$ cat config.mk
export PLATFORM = sky130hd
export DESIGN_NAME = load_stream_ctrl
export DESIGN_NICKNAME = d
export VERILOG_FILES = /design/src/rtl/load_stream_ctrl.sv
export SDC_FILE = /design/constraint.sdc
export NUM_CORES = 1
export LEC_CHECK = 0
export ABC_AREA = 0
export CORE_MARGIN = 2
export CORE_UTILIZATION = 51
export DETAILED_ROUTE_END_ITERATION = 7
export GPL_TIMING_DRIVEN = 0
export PLACE_DENSITY = 0.81
export SLEW_MARGIN = 20
export SYNTH_ARGS = -nofsm -noshare
export SYNTH_HDL_FRONTEND = slang
export SYNTH_SLANG_ARGS = --single-unit
export TNS_END_PERCENT = 30
$ cat constraint.sdc
create_clock -name clk -period 3 [get_ports clk]
set_input_delay 0.3 -clock clk [delete_from_list [all_inputs] [get_ports clk]]
set_output_delay 0.3 -clock clk [all_outputs]
set_load 0.1 [all_outputs]
$ cat src/rtl/load_stream_ctrl.sv
// Load/stream sequencer: reads an N-element x/w vector into the MAC array,
// then waits for the MAC pipeline to drain before reporting completion.
//
// state     | meaning
// ----------+---------------------------------------------------------------
// ST_IDLE   | no load in progress, waiting for start
// ST_STREAM | issuing reads k = 0..N-1, stalling while src_ready is low
// ST_DRAIN  | last read issued, waiting for mac_last plus DRAIN pipeline cycles
module load_stream_ctrl #(
  parameter int N     = 4,
  parameter int DRAIN = 2,
  parameter int AW    = 2
) (
  input  logic          clk,
  input  logic          rst,
  input  logic          start,
  input  logic          abort,
  input  logic [2:0]    acc_sel_in,
  input  logic          src_ready,
  output logic          rd_en,
  output logic [AW-1:0] rd_addr,
  output logic          mac_valid,
  output logic          mac_first,
  output logic          mac_last,
  output logic [2:0]    acc_sel,
  output logic          busy,
  output logic          done
);

  localparam logic [AW-1:0] LAST_ADDR  = AW'(N - 1);
  localparam int            DW         = (DRAIN > 1) ? $clog2(DRAIN + 1) : 1;
  localparam logic [DW-1:0] DRAIN_LOAD = (DRAIN > 0) ? DW'(DRAIN - 1) : '0;

  typedef enum logic [1:0] {
    ST_IDLE,
    ST_STREAM,
    ST_DRAIN
  } state_t;

  state_t        state;
  logic [AW-1:0] k;
  logic [AW-1:0] cur_k;
  logic [DW-1:0] drain_cnt;
  logic          last_seen;
  logic          stream_step;

  // The accepting edge already issues read 0, so the index restarts from 0 there.
  assign cur_k       = (state == ST_IDLE) ? '0 : k;
  assign stream_step = (state == ST_STREAM) || ((state == ST_IDLE) && start);

  always_ff @(posedge clk or posedge rst) begin
    if (rst) begin
      state     <= ST_IDLE;
      k         <= '0;
      drain_cnt <= '0;
      last_seen <= 1'b0;
      rd_en     <= 1'b0;
      rd_addr   <= '0;
      mac_valid <= 1'b0;
      mac_first <= 1'b0;
      mac_last  <= 1'b0;
      acc_sel   <= 3'd0;
      busy      <= 1'b0;
      done      <= 1'b0;
    end else begin
      done      <= 1'b0;
      mac_valid <= rd_en;
      mac_first <= rd_en && (rd_addr == '0);
      mac_last  <= rd_en && (rd_addr == LAST_ADDR);

      if (abort) begin
        state     <= ST_IDLE;
        last_seen <= 1'b0;
        rd_en     <= 1'b0;
        mac_valid <= 1'b0;
        mac_first <= 1'b0;
        mac_last  <= 1'b0;
        busy      <= 1'b0;
      end else begin
        rd_en <= 1'b0;
        if (stream_step) begin
          if (state == ST_IDLE) begin
            state     <= ST_STREAM;
            acc_sel   <= acc_sel_in;
            busy      <= 1'b1;
            k         <= '0;
            last_seen <= 1'b0;
            drain_cnt <= '0;
          end
          rd_en <= src_ready;
          if (src_ready) begin
            rd_addr <= cur_k;
            k       <= cur_k + AW'(1);
            if (cur_k == LAST_ADDR) begin
              state <= ST_DRAIN;
            end
          end
        end else if (state == ST_DRAIN) begin
          // mac_last is one cycle behind the last read; count DRAIN cycles after it.
          if (!last_seen) begin
            if (mac_last) begin
              if (DRAIN == 0) begin
                state <= ST_IDLE;
                busy  <= 1'b0;
                done  <= 1'b1;
              end else begin
                last_seen <= 1'b1;
                drain_cnt <= DRAIN_LOAD;
              end
            end
          end else if (drain_cnt == '0) begin
            state     <= ST_IDLE;
            last_seen <= 1'b0;
            busy      <= 1'b0;
            done      <= 1'b1;
          end else begin
            drain_cnt <= drain_cnt - DW'(1);
          end
        end
      end
    end
  end

endmodule

==> results.toml <==
[floorplanning]
rows = 14
fp.dieArea_mm2 = 0.00197
initial_utilization = 0.544
die_y_um = 44.3
dieWidth_um = 44.3
floorplan.core_area_mm2 = 0.00152
number_of_top_level_pins = 19

[global_routing]
pin_count_of_the_biggest_net_entering_global_routing = 19
number_of_antenna_violations_at_the_first_check_in_global_routing = 0
grt_pass1_vias = 606
grt-ovfl-total = 0
grt_pass1_wl_mm = 2.71
grt_use_total = 0.188

[outcome]
run_status = "finished, final reports clean"

[sta]
tightest_slew_ns = 0.977
max_freq_ghz = 0.463
timing.max_slew.rel_slack = 0.347
fin_crit_sh = 0.720
grt_setup_unrepaired = "false"
worst_clock_skew_ns = 0.00637
endpoints_failing_setup = 0
fin_crit_ns = 2.16
sum_of_negative_setup_slack_ns = 0
timing_hold_violations_final = 0
timing_max_transition_violations_final = 0

[routing]
viasPerCell = 5.32
route.vias.total = 617
drt.antenna.violating_nets = 0
dr_iter_0_viols = 23
drc = 0
firstDrtPassIters = 4
drt_wl_total_mm = 1.58
post_drt_wl_per_cell_um = 13.6

[yosys]
postSynthAreaPerCell_um2 = 10.6
cell_area_after_technology_mapping_um2 = 830
postSynthRegisterBits = 18
multiplexer_fraction_of_the_synthesized_cell_area = 0.0377
synthesis.nets = 88
synth.yosys.warnings = 0
asyncSetResetFlopFracSynth = 1.00
synthDominantAreaCellType = "sky130_fd_sc_hd__dfrtp_1"
post_synth_fa_ha_maj_area_fraction = 0.0302
synth_flop_cell = "sky130_fd_sc_hd__dfrtp_1"
synthMostInstantiatedCell = "sky130_fd_sc_hd__dfrtp_1"
synthTopCellsByCount = "18 x sky130_fd_sc_hd__dfrtp_1, 16 x sky130_fd_sc_hd__nand2_1, 6 x sky130_fd_sc_hd__inv_1"
postSynthCellCount = 78
synth_simple_gate_area_frac = 0.213
synth_enable_flop_cells = 0
synth_compound_area_frac = 0.121
yosys.area.top_type_share = 0.543
synth-seq-area-share = 0.543
synth_top_family_by_area = "simple AND/OR/NAND/NOR gates"
yosys.area_share.xor_xnor = 0
synthTopCellsByArea = "sky130_fd_sc_hd__dfrtp_1 54%, sky130_fd_sc_hd__nand2_1 7.2%, sky130_fd_sc_hd__ha_1 3.0%"
netlist-cell-type-count = 28

[setup_path]
crit_family = "buffers and inverters"
worstSetupStartpointType = "flip-flop"
critical_path.slowest_cell = "sky130_fd_sc_hd__clkdlybuf4s50_1"
cp_data_arrival_time_ns = 1.86
timing.critical_path.to_type = "output pin"
crit_buf_inv = 1
cp_data_required_time_ns = 2.70
cp_max_fo = 4
critical_path_class = "reg -> out"
timing.reg2reg.setup_slack_ns = 1.50
cp_peak_stage_delay_ns = 1.15
crit_path_cell_trace = "clkdlybuf4s50_1"

[clock_tree]
ctsRootBufferMaster = "sky130_fd_sc_hd__clkbuf_4"
tritoncts.num_buffers = 3
cts_sinks = 18
maximum_clock_insertion_buffer_count = 2
clkLatencyLatePin_ns = 0.29
path_clk_slew_ns = 0.11
post-cts-setup-buffer-count = 0
cts_tree = "built"
cts-hold-fix-buffers = 0
post_cts_resized = 0
ctsHtreeMaxLevel = 1

[final_layout]
nNetsFinal = 111
share_of_cells_above_drive_strength_1 = 0.100
fill_cells = 125
areaGrowthSynthToFinish_pct = 28.5
insertedDiodeCount = 0
final_util = 0.700

[min_path]
hp-class = "in -> async"

[power]
pwr-share-seq = 0.448
cellLeakagePower_nw = 0.512
int_power_w = 0.000387
power.share.combinational = 0.308
p_switching_w = 0.000223
clock_power_share = 0.244
sw_frac_of_total = 0.365
power.ir.vdd_worst_mv = 0.527
powerDensity_mw_per_mm2 = 572

[placement]
detailedPlacementHpwl_mm = 1.20
portBuffers = 18
gp_congestion = 0.783

[flow_run]
maxCapViolCount = 0
==> layer usage <==
layer  global-route usage  routed length, µm  up-vias
met5                    0                  0        -
met4               0.0303                  0        0
met3               0.0531                 56        0
met2                0.306                802       13
met1                0.257                722      293
li1                     -                  -      311
==> cell type report <==
| type | count | area (µm²) | area share |
|---|---|---|---|
| Timing Repair Buffer | 18 | 180 | 0.169 |
| Clock buffer | 4 | 36.3 | 0.0340 |
| Sequential cell | 18 | 450 | 0.423 |
| Multi-Input combinational cell | 51 | 333 | 0.312 |
| Tap cell | 16 | 20.0 | 0.0188 |
| Inverter | 6 | 22.5 | 0.0211 |
| Buffer | 3 | 23.8 | 0.0223 |
==> stage by stage <==
stage / area (µm²) / setup WS, ns / total power (W) / hold WS, ns / std cells
after global placement: 1030 / 1.18 / 0.000462 / 0.460 / 112
after detailed placement: 1030 / 1.16 / 0.000467 / 0.465 / 112
after CTS: 1070 / 0.833 / 0.000613 / 0.429 / 116
after floorplan: 830 / 1.39 / 0.000416 / 0.239 / 78
after global routing: 1070 / 0.794 / 0.000629 / 0.483 / 116
final: 1070 / 0.841 / 0.000610 / 0.392 / 116
==> power by group through the flow <==
stage               Clock [W]  Sequential [W]  Combinational (W)
floorplan                   0        0.000376          0.0000398
global placement            0        0.000277           0.000185
detailed placement          0        0.000278           0.000189
CTS                  0.000151        0.000273           0.000189
global route         0.000156        0.000276           0.000197
finish               0.000149        0.000273           0.000188
==> path summary, 6_finish.rpt <==
check,startpoint,endpoint,depth (start not counted)
worst max register to register,state[1]$_DFFE_PP0P_,rd_addr[1]$_DFFE_PP0P_,5
worst min register to register,rd_addr[1]$_DFFE_PP0P_,mac_first$_DFF_PP0_,1
worst max-delay path,rd_addr[0]$_DFFE_PP0P_,rd_addr[0],1
min in group clk,rd_addr[1]$_DFFE_PP0P_,mac_first$_DFF_PP0_,1
worst min-delay path,rst,mac_last$_DFF_PP0_,2
max in group asynchronous,rst,acc_sel[0]$_DFFE_PP0P_,2
==> flip-flops by register name (all words and copies together), names as in the netlist <==
register and count:
acc_sel 3, k 2, mac_first 1, done 1
drain_cnt 2, busy 1, rd_addr 2, mac_valid 1
state 2, last_seen 1, rd_en 1, mac_last 1
==> kinds of logic (layout without fill, tap and decap cells) <==
group,after synthesis,after routing
and+or+nand+nor,34,34
adders and majority gates,2,2
DFF,18,18
buffers and inverters,9,31
muxes,3,3
AOI/OAI and AO/OA,12,12
==> cells in the final DEF (no fill, tap or decap), drive strengths merged, types with 2 or more instances in the layout <==
master	n
nand2b	3
clkdlybuf4s50	18
o211ai	2
and3	2
nor2b	3
nor2	5
mux2i	2
nand2	16
inv	6
dfrtp	18
nand3b	2
clkbuf	4
ha	2
buf	3
Note: power is estimated with default switching activity, not from simulation.
